$ cat src/rtl/pipeline_ctrl_pkg.sv
// Shared types and constants for the pipeline stall/flush sequencer.
package pipe_ctrl_pkg;

  // Sequencer states
  typedef enum logic [1:0] {
    RUN      = 2'd0,
    MEM_WAIT = 2'd1,
    ERROR    = 2'd2
  } pipe_state_e;

  // x0 is hardwired to zero and never creates a dependency
  localparam logic [4:0] REG_ZERO = 5'd0;

  localparam int unsigned MEM_TIMEOUT_DEF = 16;
  localparam int unsigned CNT_W_DEF       = 5;

  // Pipeline control word driven toward the stage registers
  typedef struct packed {
    logic pc_write;
    logic ifid_write;
    logic pcsrc;
    logic ifid_flush;
    logic idex_flush;
    logic exmem_flush;
    logic pipe_hold;
  } pipe_ctrl_t;

  // Control word for an unstalled, unflushed cycle
  function automatic pipe_ctrl_t ctrl_normal();
    pipe_ctrl_t c;
    c            = '0;
    c.pc_write   = 1'b1;
    c.ifid_write = 1'b1;
    return c;
  endfunction

endpackage

$ cat src/rtl/pipeline_ctrl_if.sv
// Data-memory request/ready handshake between the sequencer and the MEM stage.
interface pipeline_ctrl_if;
  logic dmem_req;
  logic dmem_ready;

  modport master (output dmem_req, input dmem_ready);
  modport slave  (input dmem_req, output dmem_ready);
endinterface

$ cat src/rtl/pipeline_ctrl_hazard_detect.sv
// Load-use hazard detection: a load in EX whose rd feeds the instruction in ID.
module hazard_detect
  import pipe_ctrl_pkg::*;
(
  input  logic       idex_memtoreg,
  input  logic [4:0] idex_rd,
  input  logic [4:0] ifid_rs1,
  input  logic [4:0] ifid_rs2,
  output logic       load_use_stall
);

  // Stall when the load destination matches either source of the ID instruction
  always_comb begin
    load_use_stall = idex_memtoreg & (idex_rd != REG_ZERO) &
                     ((idex_rd == ifid_rs1) | (idex_rd == ifid_rs2));
  end

endmodule

$ cat src/rtl/pipeline_ctrl.sv
// Central stall/flush sequencer for the 5-stage RV32 pipeline.
// Optional build macro PIPE_PERF_CNT_EN adds stall_cycles / flush_events counters.
module pipeline_ctrl
  import pipe_ctrl_pkg::*;
#(
  parameter int unsigned MEM_TIMEOUT = MEM_TIMEOUT_DEF,
  parameter int unsigned CNT_W       = CNT_W_DEF
) (
  input  logic       clk,
  input  logic       reset,
  input  logic [4:0] ifid_rs1,
  input  logic [4:0] ifid_rs2,
  input  logic [4:0] idex_rd,
  input  logic       idex_memtoreg,
  input  logic       exmem_branch,
  input  logic       exmem_zero,
  input  logic       exmem_memtoreg,
  input  logic       exmem_memwrite,
  pipeline_ctrl_if.master dmem,
  output logic       pc_write,
  output logic       ifid_write,
  output logic       pcsrc,
  output logic       ifid_flush,
  output logic       idex_flush,
  output logic       exmem_flush,
  output logic       pipe_hold,
  output logic       mem_error
`ifdef PIPE_PERF_CNT_EN
  ,
  output logic [31:0] stall_cycles,
  output logic [31:0] flush_events
`endif
);

  localparam logic [1:0] S_RUN      = RUN;
  localparam logic [1:0] S_MEM_WAIT = MEM_WAIT;
  localparam logic [1:0] S_ERROR    = ERROR;

  logic [1:0]       state_q, state_d;
  logic [CNT_W-1:0] cnt_q, cnt_d;
  logic             mem_error_q, mem_error_d;

  logic       mem_op;
  logic       in_error;
  logic       hold_mem;
  logic       take_branch;
  logic       load_use_stall;
  pipe_ctrl_t ctrl;

  hazard_detect u_hazard_detect (
    .idex_memtoreg  (idex_memtoreg),
    .idex_rd        (idex_rd),
    .ifid_rs1       (ifid_rs1),
    .ifid_rs2       (ifid_rs2),
    .load_use_stall (load_use_stall)
  );

  // Hazard qualifiers derived from the current state and MEM-stage inputs
  always_comb begin
    mem_op      = exmem_memtoreg | exmem_memwrite;
    in_error    = (state_q == S_ERROR);
    hold_mem    = mem_op & ~dmem.dmem_ready & ~in_error;
    take_branch = exmem_branch & exmem_zero;
  end

  // Next-state logic for the FSM, wait counter and sticky error flag
  always_comb begin
    state_d     = state_q;
    cnt_d       = cnt_q;
    mem_error_d = mem_error_q;
    case (state_q)
      S_RUN: begin
        if (hold_mem) begin
          state_d = S_MEM_WAIT;
          cnt_d   = CNT_W'(1);
        end
      end
      S_MEM_WAIT: begin
        if (dmem.dmem_ready || !mem_op) begin
          state_d = S_RUN;
          cnt_d   = '0;
        end else if (cnt_q == CNT_W'(MEM_TIMEOUT - 1)) begin
          state_d     = S_ERROR;
          mem_error_d = 1'b1;
        end else if (cnt_q != {CNT_W{1'b1}}) begin
          cnt_d = cnt_q + CNT_W'(1);
        end
      end
      S_ERROR: begin
        mem_error_d = 1'b1;
      end
      default: begin
        state_d = S_RUN;
        cnt_d   = '0;
      end
    endcase
  end

  // Priority mux: error > memory hold > taken branch > load-use > normal
  always_comb begin
    ctrl = ctrl_normal();
    if (reset) begin
      ctrl = '0;
    end else if (in_error || hold_mem) begin
      ctrl           = '0;
      ctrl.pipe_hold = 1'b1;
    end else if (take_branch) begin
      ctrl.pcsrc       = 1'b1;
      ctrl.ifid_flush  = 1'b1;
      ctrl.idex_flush  = 1'b1;
      ctrl.exmem_flush = 1'b1;
    end else if (load_use_stall) begin
      ctrl.pc_write   = 1'b0;
      ctrl.ifid_write = 1'b0;
      ctrl.idex_flush = 1'b1;
    end
  end

  // Drive the control word and handshake onto the ports
  always_comb begin
    pc_write      = ctrl.pc_write;
    ifid_write    = ctrl.ifid_write;
    pcsrc         = ctrl.pcsrc;
    ifid_flush    = ctrl.ifid_flush;
    idex_flush    = ctrl.idex_flush;
    exmem_flush   = ctrl.exmem_flush;
    pipe_hold     = ctrl.pipe_hold;
    mem_error     = mem_error_q & ~reset;
    dmem.dmem_req = mem_op & ~in_error & ~reset;
  end

  // State register with synchronous reset
  always_ff @(posedge clk) begin
    if (reset) begin
      state_q     <= S_RUN;
      cnt_q       <= '0;
      mem_error_q <= 1'b0;
    end else begin
      state_q     <= state_d;
      cnt_q       <= cnt_d;
      mem_error_q <= mem_error_d;
    end
  end

`ifdef PIPE_PERF_CNT_EN
  logic [31:0] stall_cycles_q, stall_cycles_d;
  logic [31:0] flush_events_q, flush_events_d;

  // Count stalled cycles and applied taken branches; both wrap naturally
  always_comb begin
    stall_cycles_d = stall_cycles_q + 32'(~ctrl.pc_write & ~reset);
    flush_events_d = flush_events_q + 32'(ctrl.pcsrc);
  end

  // Performance counter registers
  always_ff @(posedge clk) begin
    if (reset) begin
      stall_cycles_q <= '0;
      flush_events_q <= '0;
    end else begin
      stall_cycles_q <= stall_cycles_d;
      flush_events_q <= flush_events_d;
    end
  end

  assign stall_cycles = stall_cycles_q;
  assign flush_events = flush_events_q;
`endif

endmodule
$ cat src/flat_wrapper.sv
// flat-port wrapper written by rule: the top's interface ports become plain ports
module pipeline_ctrl_flat import pipe_ctrl_pkg::*;
#(
  parameter int unsigned MEM_TIMEOUT = MEM_TIMEOUT_DEF,
  parameter int unsigned CNT_W       = CNT_W_DEF
)
  (clk, reset, ifid_rs1, ifid_rs2, idex_rd, idex_memtoreg, exmem_branch, exmem_zero, exmem_memtoreg, exmem_memwrite, pc_write, ifid_write, pcsrc, ifid_flush, idex_flush, exmem_flush, pipe_hold, mem_error, dmem_dmem_req, dmem_dmem_ready);
  pipeline_ctrl_if dmem_i ();
  input  logic clk;
  input  logic reset;
  input  logic [4:0] ifid_rs1;
  input  logic [4:0] ifid_rs2;
  input  logic [4:0] idex_rd;
  input  logic idex_memtoreg;
  input  logic exmem_branch;
  input  logic exmem_zero;
  input  logic exmem_memtoreg;
  input  logic exmem_memwrite;
  output logic pc_write;
  output logic ifid_write;
  output logic pcsrc;
  output logic ifid_flush;
  output logic idex_flush;
  output logic exmem_flush;
  output logic pipe_hold;
  output logic mem_error;
  output wire logic [$bits(dmem_i.dmem_req)-1:0] dmem_dmem_req;
  input wire logic [$bits(dmem_i.dmem_ready)-1:0] dmem_dmem_ready;
  assign dmem_dmem_req = dmem_i.dmem_req;
  assign dmem_i.dmem_ready = dmem_dmem_ready;
  pipeline_ctrl #(.MEM_TIMEOUT(MEM_TIMEOUT), .CNT_W(CNT_W)) u_core (.clk(clk), .reset(reset), .ifid_rs1(ifid_rs1), .ifid_rs2(ifid_rs2), .idex_rd(idex_rd), .idex_memtoreg(idex_memtoreg), .exmem_branch(exmem_branch), .exmem_zero(exmem_zero), .exmem_memtoreg(exmem_memtoreg), .exmem_memwrite(exmem_memwrite), .dmem(dmem_i), .pc_write(pc_write), .ifid_write(ifid_write), .pcsrc(pcsrc), .ifid_flush(ifid_flush), .idex_flush(idex_flush), .exmem_flush(exmem_flush), .pipe_hold(pipe_hold), .mem_error(mem_error));
endmodule
$ cat config.mk
export PLATFORM = sky130hd
export DESIGN_NAME = pipeline_ctrl_flat
export DESIGN_NICKNAME = d
export VERILOG_FILES = /design/src/rtl/pipeline_ctrl_pkg.sv /design/src/rtl/pipeline_ctrl_if.sv /design/src/rtl/pipeline_ctrl_hazard_detect.sv /design/src/rtl/pipeline_ctrl.sv /design/src/flat_wrapper.sv
export SDC_FILE = /design/constraint.sdc
export NUM_CORES = 1
export LEC_CHECK = 0
export ABC_AREA = 0
export CAP_MARGIN = 10
export CELL_PAD_IN_SITES_DETAIL_PLACEMENT = 1
export CELL_PAD_IN_SITES_GLOBAL_PLACEMENT = 1
export CORE_MARGIN = 2
export CORE_UTILIZATION = 28
export CTS_CLUSTER_DIAMETER = 30
export CTS_CLUSTER_SIZE = 16
export DETAILED_ROUTE_END_ITERATION = 8
export HOLD_SLACK_MARGIN = 0.15
export PLACE_DENSITY = 0.86
export RECOVER_POWER = 100
export SYNTH_ARGS = -nofsm -noshare
export SYNTH_HDL_FRONTEND = slang
export SYNTH_SLANG_ARGS = --single-unit
$ cat constraint.sdc
create_clock -name clk -period 2.9 [get_ports clk]
set_clock_uncertainty 0.15 [all_clocks]
set_input_delay 0.87 -clock clk [delete_from_list [all_inputs] [get_ports clk]]
set_output_delay 0.87 -clock clk [all_outputs]
set_load 0.02 [all_outputs]
==> results of run 1 <==
==> worst min path at each step <==
| stage | end | slack [ns] | cells past startpoint |
|---|---|---|---|
| 5_1_grt | u_core.cnt_q[1] | 0.37 | 2 |
| 4_1_cts | u_core.cnt_q[3] | 0.34 | 2 |
| 3_5_place_dp | u_core.mem_error_q | 0.32 | 2 |
| 2_1_floorplan | u_core.mem_error_q | 0.28 | 2 |
| 3_3_place_gp | u_core.mem_error_q | 0.31 | 2 |
| 6_report | u_core.cnt_q[3] | 0.34 | 2 |
==> through the flow <==
stage | utilization, % | hold slack [ns] | cell area [µm²] | setup slack [ns]
2_1_floorplan | - | 0.279 | 726 | -0.0525
3_3_place_gp | 47.8 | 0.315 | 1160 | -0.937
3_5_place_dp | 47.8 | 0.324 | 1160 | -1.01
4_1_cts | 49.1 | 0.341 | 1190 | -0.141
5_1_grt | 48.9 | 0.374 | 1190 | -0.206
6_report | 48.9 | 0.345 | 1190 | -0.149
==> cell families (layout without fill, tap and decap cells) <==
group	after synthesis	count (layout)
compound gates	27	27
xor+xnor	10	10
fa+ha+maj	6	6
buf+inv	9	56
flops	8	8
simple gates	28	28
==> worst max-delay path: cells and delay by family <==
kind / cells / cell delay [ns]
compound gates: 2 / 0.46
buf+inv: 3 / 0.34
simple gates: 1 / 0.21
xor+xnor: 1 / 0.14
==> layout make-up <==
type | count | area [µm²] | area share, %
clock buffer | 3 | 22.5 | 1.89
inverter | 5 | 18.8 | 1.58
multi-input combinational | 71 | 551 | 46.3
sequential | 8 | 160 | 13.5
tap | 30 | 37.5 | 3.16
timing repair buffer | 48 | 399 | 33.6
==> metal layers <==
| layer | up-vias | global-route usage (%) | routed length [µm] |
|---|---|---|---|
| met3 | 0 | 5.28 | 207 |
| met5 | - | 0 | 0 |
| met1 | 391 | 21.7 | 1070 |
| met2 | 32 | 30.9 | 1160 |
| met4 | 0 | 1.25 | 0 |
| li1 | 409 | - | - |
==> flip-flops by register name, summed over array words and instances (netlist names) <==
register,cells
u_core.cnt_q,5
u_core.state_q,2
u_core.mem_error_q,1
==> cells in the final DEF (no fill, tap or decap), types with 2 or more instances in the layout <==
cell type,Yosys,layout
dfxtp_1,8,8
clkbuf_4,0,6
nand3b_1,2,2
buf_6,0,9
nor3_1,4,2
nand2_1,4,4
buf_4,3,11
o21bai_1,1,2
clkdlybuf4s15_1,0,2
ha_1,6,6
clkdlybuf4s50_1,0,3
xor2_1,10,9
nor3_2,0,2
clkbuf_2,0,3
inv_1,5,4
a21o_1,2,2
a311oi_1,2,2
buf_2,0,4
a21oi_1,8,8
clkbuf_1,1,2
o21ai_0,6,5
a211oi_1,2,2
dlygate4sd2_1,0,10
nor2_1,7,6
==> synthesized netlist by cell type (2+ instances only) <==
cell type,instances,area (µm²)
xor2_1,10,87.6
a21oi_1,8,40.0
dfxtp_1,8,160
nor2_1,7,26.3
ha_1,6,75.1
o21ai_0,6,30.0
inv_1,5,18.8
nand2_1,4,15.0
nor3_1,4,20.0
buf_4,3,22.5
a211oi_1,2,15.0
a21o_1,2,15.0
a311oi_1,2,17.5
nand3_1,2,10.0
nand3b_1,2,15.0
or4_1,2,15.0
==> repair_timing <==
item / in CTS / in global routing
setup endpoints to repair: 9 / 7
setup buffers: 0 / 1
resized for setup: 94 / 7
pin swaps: 15 / 1
==> power groups by stage <==
stage	sequential [mW]	combinational (mW)	clock, mW
2_1_floorplan	0.122	0.0698	0
3_3_place_gp	0.123	0.143	0
3_5_place_dp	0.124	0.148	0
4_1_cts	0.122	0.148	0.0942
5_1_grt	0.122	0.160	0.100
6_report	0.122	0.146	0.0891
==> results.ini, run 1 <==
[pwr]
p_int_mw = 0.237
power_switching_mw = 0.119
ir_drop_uv = 202
combPwrFrac_pct = 40.9
seqPwrFrac_pct = 34.1
power.total_mw = 0.356
clkPwrFrac_pct = 25.0
p_leak_nw = 0.533
switching_share_pct = 33.4
powerDensity_mw_per_mm2 = 300

[layout]
fillers = 291
diodes = 0
drive_gt1_share_pct = 34.1
area_delta_synth_final_pct = 68.7
final-instance-count-excl-fill = 165
nets = 166

[worst_setup_path]
reg2reg_from = u_core.cnt_q[0]
r2r_end = u_core.cnt_q[2]
reg2reg_slack_ns = 0.69
cp_common_cell = buf_6
critical_path_required_ns = 1.88
path_class = in -> out
crit_arrival_ns = 2.03
cp-start-kind = primary input
slowest_stage = o311a_4
cp_max_fo = 2
crit_end = ifid_write
endpoint_kind = primary output
cp_cell_sequence = buf_6 > buf_6 > xor2_2 > nor3_2 > a22oi_2 > o311a_4 > buf_6
r2r_cells = 8
cpPeakStageDelay_ns = 0.33
crit_path_start = idex_rd[4]

[cts]
cts_max_path_buffers = 2
htreeDepth = 1
cts_inserted_buffers = 3
cts_tree = yes
cts_sinks = 8
cts.clk_slew.worst_paths_ns = 0.05
hold_buffers = 0
clock_tree.root_cell = clkbuf_4
clkLatencyLatePin_ns = 0.26

[sta]
fin_crit_sh_pct = 105
finalMaxSlewViolations = 0
fin_ws_ns = -0.149
fmax_ghz = 0.328
slew_headroom_pct = 72.1
fin_tns_setup_ns = -0.532
worst_pin_slew_ns = 0.418
rsz0062_at_grt = true
hold_violations = 0
finalSetupViolations = 6
period_minus_slack_ns = 3.05

[min_path]
min_from = u_core.cnt_q[3]
hold_class = reg -> reg

[status]
status = finished, violations left
violations = negative setup slack

[route]
vias = 832
antenna_left = 0
routedWlPerCell_um = 14.8
drt_first_pass_iters = 4
postRouteWirelength_mm = 2.45
via_per_inst = 5.04
drcViolationCount = 0
first_iter_violations = 10

[logic_synthesis]
muxShareOfSynthArea_pct = 0
syn_area_um2 = 704
syn_inst = 88
synth.net_count = 117
ys_seq_elements = 8
postSynthAreaPerCell_um2 = 8.00
synth_seq_area_share_pct = 22.7
synth_top_family_by_area = compound AO/OA/AOI/OAI gates
synth_compound_area_share_pct = 26.6
synth-edff-count = 0
ys.warnings.count = 0
yosysUniqueCellTypes = 31
synthFlopType = dfxtp_1
synth_fa_ha_area_share_pct = 10.7
ys_async_sr_fraction_pct = 0
yosys.area_share.simple_pct = 21.1
synth_xor_area_share_pct = 12.4

[grt]
grt_pass1_wl_mm = 3.68
grt_max_degree = 11
overflow = 0
grt_usage_pct = 17.5
first_global_vias = 831
antenna_found_initial = 0

[floorplan]
die-width_um = 54.2
num_io_pins = 32
start_util_pct = 29.0
rows = 18
core_area_mm2 = 0.00243
dieArea_mm2 = 0.00293
die_y_um = 54.2

[placed_design]
portBuffers = 31
placedCellCount = 161
gp_congestion = 0.862
post-dp-hpwl_mm = 1.91

[run]
maxCapViolations = 0

Note: power is estimated with default switching activity, not from simulation.
==> inputs of run 2 (changes only) <==
--- a/config.mk
+++ b/config.mk
@@ -10,13 +10,14 @@
 export CELL_PAD_IN_SITES_DETAIL_PLACEMENT = 1
 export CELL_PAD_IN_SITES_GLOBAL_PLACEMENT = 1
 export CORE_MARGIN = 2
-export CORE_UTILIZATION = 28
+export CORE_UTILIZATION = 30
 export CTS_CLUSTER_DIAMETER = 30
 export CTS_CLUSTER_SIZE = 16
 export DETAILED_ROUTE_END_ITERATION = 8
 export HOLD_SLACK_MARGIN = 0.15
-export PLACE_DENSITY = 0.86
+export PLACE_DENSITY = 0.9
 export RECOVER_POWER = 100
+export SLEW_MARGIN = 10
 export SYNTH_ARGS = -nofsm -noshare
 export SYNTH_HDL_FRONTEND = slang
 export SYNTH_SLANG_ARGS = --single-unit
==> constraint.sdc (replaced) <==
create_clock -name clk -period 3.9 [get_ports clk]
set_clock_uncertainty 0.15 [all_clocks]
set_input_delay 1.17 -clock clk [delete_from_list [all_inputs] [get_ports clk]]
set_output_delay 1.17 -clock clk [all_outputs]
set_load 0.02 [all_outputs]
==> results.ini, run 2 (synthesis results as in run 1) <==
[route]
first_iter_violations = 8  ; was 10
routedWlPerCell_um = 14.9  ; was 14.8 µm
vias = 811  ; was 832
drt_first_pass_iters = 3  ; was 4
drcViolationCount = 0  ; unchanged
postRouteWirelength_mm = 2.34  ; was 2.45 mm
antenna_left = 0  ; unchanged
via_per_inst = 5.17  ; was 5.04

[grt]
grt_pass1_wl_mm = 3.73  ; was 3.68 mm
first_global_vias = 850  ; was 831
grt_max_degree = 11  ; unchanged
overflow = 0  ; unchanged
antenna_found_initial = 0  ; unchanged
grt_usage_pct = 18.9  ; was 17.5%

[sta]
fin_ws_ns = 0.0245  ; was -0.149 ns
fmax_ghz = 0.258
finalSetupViolations = 0  ; was 6
slew_headroom_pct = 58.5  ; was 72.1%
hold_violations = 0  ; unchanged
timing.hold.ws_ns = 0.348  ; was 0.345 ns
worst_pin_slew_ns = 0.614  ; was 0.418 ns
fin_crit_sh_pct = 99.4
period_minus_slack_ns = 3.88
finalMaxSlewViolations = 0  ; unchanged

[cts]
hold_buffers = 0  ; unchanged
cts_sinks = 8  ; unchanged
clkLatencyLatePin_ns = 0.26  ; about the same
htreeDepth = 1  ; unchanged
clock_tree.root_cell = clkbuf_4  ; unchanged
cts_inserted_buffers = 3  ; unchanged
cts.clk_slew.worst_paths_ns = 0.06  ; was 0.05 ns
cts_max_path_buffers = 2  ; unchanged
cts_tree = yes  ; unchanged

[layout]
area_delta_synth_final_pct = 62.2  ; was 68.7%
mostFrequentLayoutCells = 16 x clkdlybuf4s50_1, 10 x xor2_1, 10 x dlygate4sd2_1  ; was 11 x buf_4, 10 x dlygate4sd2_1, 9 x xor2_1, 9 x buf_6
fillers = 279  ; was 291
diodes = 0  ; unchanged
largest_reg_flops = 5  ; unchanged
multi_input_area_um2 = 532  ; was 551 µm²
drive_gt1_share_pct = 18.6  ; was 34.1%
post-route-cell-area_mm2 = 0.00114  ; was 0.00119 mm²
reg_top3 = u_core.cnt_q: 5 flops, u_core.state_q: 2 flops, u_core.mem_error_q: 1 flops  ; unchanged
largest-register = u_core.cnt_q  ; unchanged
final-instance-count-excl-fill = 157  ; was 165
nets = 160  ; was 166
layout_commonest_cell = clkdlybuf4s50_1  ; was buf_4
regArea_um2 = 160  ; unchanged

[run]
maxCapViolations = 0  ; unchanged

[worst_setup_path]
cpPeakStageDelay_ns = 0.52  ; was 0.33 ns
path_buf_inv = 3  ; unchanged
r2r_cells = 7  ; was 8
critPathTopFamily = buffers and inverters  ; was compound AO/OA/AOI/OAI gates
crit_arrival_ns = 2.56  ; was 2.03 ns
cp_common_cell = nor2_1  ; was buf_6
cp-start-kind = primary input  ; unchanged
critical_path_required_ns = 2.58  ; was 1.88 ns
slowest_stage = clkdlybuf4s50_1  ; was o311a_4
cp_cell_sequence = clkdlybuf4s50_1 > clkbuf_4 > o21ba_2 > nor2_1 > nor2_1 > dlygate4sd2_1  ; was buf_6 > buf_6 > xor2_2 > nor3_2 > a22oi_2 > o311a_4 > buf_6
cp_max_fo = 2  ; unchanged
path_class = in -> out  ; unchanged
endpoint_kind = primary output  ; unchanged
cp.depth = 6  ; was 7

[placed_design]
portBuffers = 31  ; unchanged
place_area_mm2 = 0.00110  ; was 0.00116 mm²
post-dp-hpwl_mm = 2.00  ; was 1.91 mm
placedCellCount = 153  ; was 161
post-place-ws_ns = -0.580  ; was -1.01 ns
gp_congestion = 0.810  ; was 0.862

[pwr]
p_leak_nw = 0.495  ; was 0.533 nW
ir_drop_uv = 176  ; was 202 µV
powerDensity_mw_per_mm2 = 229  ; was 300 mW/mm²

[min_path]
hold_class = reg -> reg  ; unchanged
whs_path_depth = 2  ; unchanged

[floorplan]
die-width_um = 52.5  ; was 54.2 µm
die_y_um = 52.5  ; was 54.2 µm
num_io_pins = 32  ; unchanged
core_area_mm2 = 0.00221  ; was 0.00243 mm²
dieArea_mm2 = 0.00275  ; was 0.00293 mm²
start_util_pct = 31.8  ; was 29.0%
rows = 17  ; was 18

[status]
status = completed  ; was finished, violations left

run 2: cell count changes in the layout (fill, tap and decap cells not counted), moves of 2 or more:
cell	before	now
buf_2	4	0
clkdlybuf4s50_1	3	16
clkdlybuf4s15_1	2	0
clkbuf_4	6	4
buf_6	9	3
buf_4	11	8
clkbuf_2	3	1
run 2: what timing repair did:
action                     in CTS  in global routing
gates resized for setup        33                  4
pin swaps                       6                  4
setup buffers                   1                  0
setup endpoints to repair       8                  4
run 2: where the power goes:
| group | leakage, nW | total (mW) | internal (mW) | switching [mW] |
|---|---|---|---|---|
| Combinational | 0.416 | 0.105 | 0.0535 | 0.0515 |
| Sequential | 0.0652 | 0.0913 | 0.0865 | 0.00479 |
| Clock | 0.0138 | 0.0650 | 0.0353 | 0.0297 |
| Total | 0.495 | 0.261 | 0.175 | 0.0860 |
run 2: path summary, 6_finish.rpt:
path / startpoint / end / slack [ns]
worst max-delay path: exmem_memwrite / pipe_hold / 0.02
worst min register to register: u_core.cnt_q[3] / u_core.cnt_q[3] / 0.35
worst min-delay path: u_core.cnt_q[3] / u_core.cnt_q[3] / 0.35
worst max register to register: u_core.cnt_q[0] / u_core.cnt_q[2] / 1.46
run 2: worst register-to-register path: stages (launching register included):
cell	delay [ns]
dfxtp_1	0.35
ha_1	0.24
and3_1	0.21
ha_1	0.24
nor2_1	0.32
nor4b_1	0.57
nand3b_1	0.14
a21oi_1	0.16
run 2: final cells by class:
class	count	share of cell area [%]
multi-input cells	71	46.5
inverters	5	1.64
repair buffers	42	32.7
well taps	28	3.07
flip-flops and latches	8	14.0
clock buffers	3	1.97
run 2: through the flow:
| step | util (%) | setup TNS (ns) | power [mW] |
|---|---|---|---|
| 2_1_floorplan | - | 0 | 0.141 |
| 3_3_place_gp | 49.7 | -1.85 | 0.190 |
| 3_5_place_dp | 49.7 | -2.48 | 0.196 |
| 4_1_cts | 51.5 | 0 | 0.264 |
| 5_1_grt | 51.6 | -0.0116 | 0.280 |
| 6_report | 51.6 | 0 | 0.261 |
run 2: per-layer routing:
layer  up-vias  global-route usage (%)  wire length (µm)  part of all wire (%)
met2        17                    34.6              1320                    56
met3         8                    5.43                64                   2.7
met5         -                       0                 0                     0
met4         0                    6.41                58                   2.5
li1        397                       -                 -                     -
met1       389                    20.5               902                    39
==> inputs of run 3 (changes only) <==
--- a/config.mk
+++ b/config.mk
@@ -17,6 +17,7 @@
 export HOLD_SLACK_MARGIN = 0.15
 export PLACE_DENSITY = 0.9
 export RECOVER_POWER = 100
+export REMOVE_ABC_BUFFERS = 1
 export SLEW_MARGIN = 10
 export SYNTH_ARGS = -nofsm -noshare
 export SYNTH_HDL_FRONTEND = slang
==> results.ini, run 3 (synthesis results as in run 1) <==
[placed_design]
gp_congestion = 0.780  ; was 0.810
place_area_mm2 = 0.00111  ; was 0.00110 mm²
placedCellCount = 154  ; was 153
portBuffers = 31  ; unchanged
post-dp-hpwl_mm = 1.86  ; was 2.00 mm

[layout]
largest-register = u_core.cnt_q  ; unchanged
final_util_pct = 52.0  ; was 51.6%
layout_commonest_cell = clkdlybuf4s50_1  ; unchanged
final-instance-count-excl-fill = 157  ; unchanged
diodes = 0  ; unchanged
drive_gt1_share_pct = 18.6  ; unchanged
nets = 160  ; unchanged
largest_reg_flops = 5  ; unchanged
post-route-cell-area_mm2 = 0.00115  ; was 0.00114 mm²
mostFrequentLayoutCells = 14 x clkdlybuf4s50_1, 10 x xor2_1, 10 x dlygate4sd2_1  ; was 16 x clkdlybuf4s50_1, 10 x xor2_1, 10 x dlygate4sd2_1
area_delta_synth_final_pct = 63.4  ; was 62.2%
reg_top3 = u_core.cnt_q: 5 flops, u_core.state_q: 2 flops, u_core.mem_error_q: 1 flops  ; unchanged

[route]
antenna_left = 0  ; unchanged
vias = 808  ; was 811
drcViolationCount = 0  ; unchanged
drt_first_pass_iters = 2  ; was 3
first_iter_violations = 6  ; was 8
via_per_inst = 5.15  ; was 5.17
routedWlPerCell_um = 14.8  ; was 14.9 µm
postRouteWirelength_mm = 2.33  ; was 2.34 mm

[worst_setup_path]
cp_cell_sequence = clkdlybuf4s50_1 > nor2_2 > clkbuf_1 > nand3_1 > inv_1 > dlygate4sd2_1  ; was clkdlybuf4s50_1 > clkbuf_4 > o21ba_2 > nor2_1 > nor2_1 > dlygate4sd2_1
critical_path_required_ns = 2.58  ; about the same
cp-start-kind = primary input  ; unchanged
path_class = in -> out  ; unchanged
critPathTopFamily = buffers and inverters  ; unchanged
r2r_end = u_core.cnt_q[2]  ; unchanged
reg2reg_from = u_core.cnt_q[0]  ; unchanged
endpoint_kind = primary output  ; unchanged
crit_arrival_ns = 2.55  ; was 2.56 ns
cp_max_fo = 3  ; was 2
cpPeakStageDelay_ns = 0.46  ; was 0.52 ns
path_buf_inv = 4  ; was 3
reg2reg_slack_ns = 1.54  ; was 1.46 ns
slowest_stage = clkdlybuf4s50_1  ; unchanged
r2r_cells = 7  ; unchanged

[min_path]
min_from = u_core.mem_error_q  ; was u_core.cnt_q[3]
whs_path_depth = 2  ; unchanged
min_to = u_core.mem_error_q  ; was u_core.cnt_q[3]
hold_class = reg -> reg  ; unchanged

[pwr]
power.total_mw = 0.263  ; was 0.261 mW
powerDensity_mw_per_mm2 = 228  ; was 229 mW/mm²
ir_drop_uv = 124  ; was 176 µV
p_leak_nw = 0.521  ; was 0.495 nW

[sta]
fmax_ghz = 0.258  ; about the same
fin_tns_setup_ns = 0  ; unchanged
finalMaxSlewViolations = 0  ; unchanged
slew_headroom_pct = 64.2  ; was 58.5%
finalSetupViolations = 0  ; unchanged
worst_pin_slew_ns = 0.530  ; was 0.614 ns
hold_violations = 0  ; unchanged
fin_crit_sh_pct = 99.2  ; was 99.4%
period_minus_slack_ns = 3.87  ; was 3.88 ns

[cts]
clkLatencyLatePin_ns = 0.27  ; was 0.26 ns
cts_inserted_buffers = 3  ; unchanged
cts_sinks = 8  ; unchanged
post_cts_buffers = 0  ; was 1
clock_tree.root_cell = clkbuf_4  ; unchanged
cts.clk_slew.worst_paths_ns = 0.06  ; about the same
cts_tree = yes  ; unchanged
cts_max_path_buffers = 2  ; unchanged
htreeDepth = 1  ; unchanged

[grt]
grt_max_degree = 11  ; unchanged
grt_pass1_wl_mm = 3.78  ; was 3.73 mm
antenna_found_initial = 0  ; unchanged
grt_usage_pct = 18.9  ; about the same
overflow = 0  ; unchanged
first_global_vias = 881  ; was 850

[floorplan]
num_io_pins = 32  ; unchanged
core_area_mm2 = 0.00221  ; unchanged
rows = 17  ; unchanged
dieArea_mm2 = 0.00275  ; unchanged
die_y_um = 52.5  ; unchanged
start_util_pct = 31.8  ; unchanged
die-width_um = 52.5  ; unchanged

[run]
maxCapViolations = 0  ; unchanged

[status]
status = completed  ; unchanged

run 3: cell types whose count changed in the layout (fill, tap and decap cells not counted):
cell	delta
buf_2	+1
buf_6	-1
clkbuf_2	-1
clkdlybuf4s50_1	-2
dlymetal6s2s_1	+3
nor2_1	-1
nor2_2	+1
run 3: routing by layer:
layer / wire, µm / vias up / GRT usage, % / part of all wire [%]
met1: 844 / 374 / 18.4 / 36
met2: 1290 / 31 / 38.1 / 55
met4: 41 / 0 / 6.41 / 1.8
li1: - / 398 / - / -
met5: 0 / - / 0 / 0
met3: 152 / 5 / 3.71 / 6.5
run 3: what timing repair did:
action | 4_1_cts | 5_1_grt
endpoints found under the setup margin | 8 | 2
pin swaps | 3 | 6
resized for setup | 31 | 9
hold buffers | 0 | 0
run 3: layout make-up:
cell class | instances | area, µm²
timing repair buffer | 42 | 380
clock buffer | 3 | 22.5
fill | 274 | 1060
multi-input combinational | 71 | 534
tap | 28 | 35.0
inverter | 5 | 18.8
sequential | 8 | 160
run 3: worst max-delay path by stage:
stage                     cells after the start  slack [ns]         from     endpoint
after CTS                                     6       -0.08  ifid_rs1[0]     pc_write
after global placement                        5       -0.56   idex_rd[0]     pc_write
after floorplan                               3        0.40   idex_rd[4]   ifid_write
after detailed placement                      5       -0.68   idex_rd[0]     pc_write
final                                         6        0.03        reset  exmem_flush
after global routing                          6       -0.04        reset  exmem_flush
run 3: metrics by stage:
stage	setup WS, ns	hold slack (ns)
floorplan	0.397	0.279
global placement	-0.563	0.294
detailed placement	-0.681	0.311
CTS	-0.0835	0.328
global route	-0.0393	0.382
finish	0.0315	0.325
run 3: power by group:
group | internal [mW] | leakage (nW) | switching [mW] | total [mW]
Sequential | 0.0864 | 0.0652 | 0.00394 | 0.0904
Combinational | 0.0529 | 0.442 | 0.0501 | 0.103
Clock | 0.0356 | 0.0138 | 0.0336 | 0.0692
Total | 0.175 | 0.521 | 0.0877 | 0.263
run 3: worst register-to-register path: stages (launching register included):
cell and delay, ns:
dfxtp_1 0.35, ha_1 0.24, and3_1 0.21, ha_1 0.24, nor2_1 0.31, nor4b_1 0.50, nand3b_1 0.13, a21oi_1 0.15
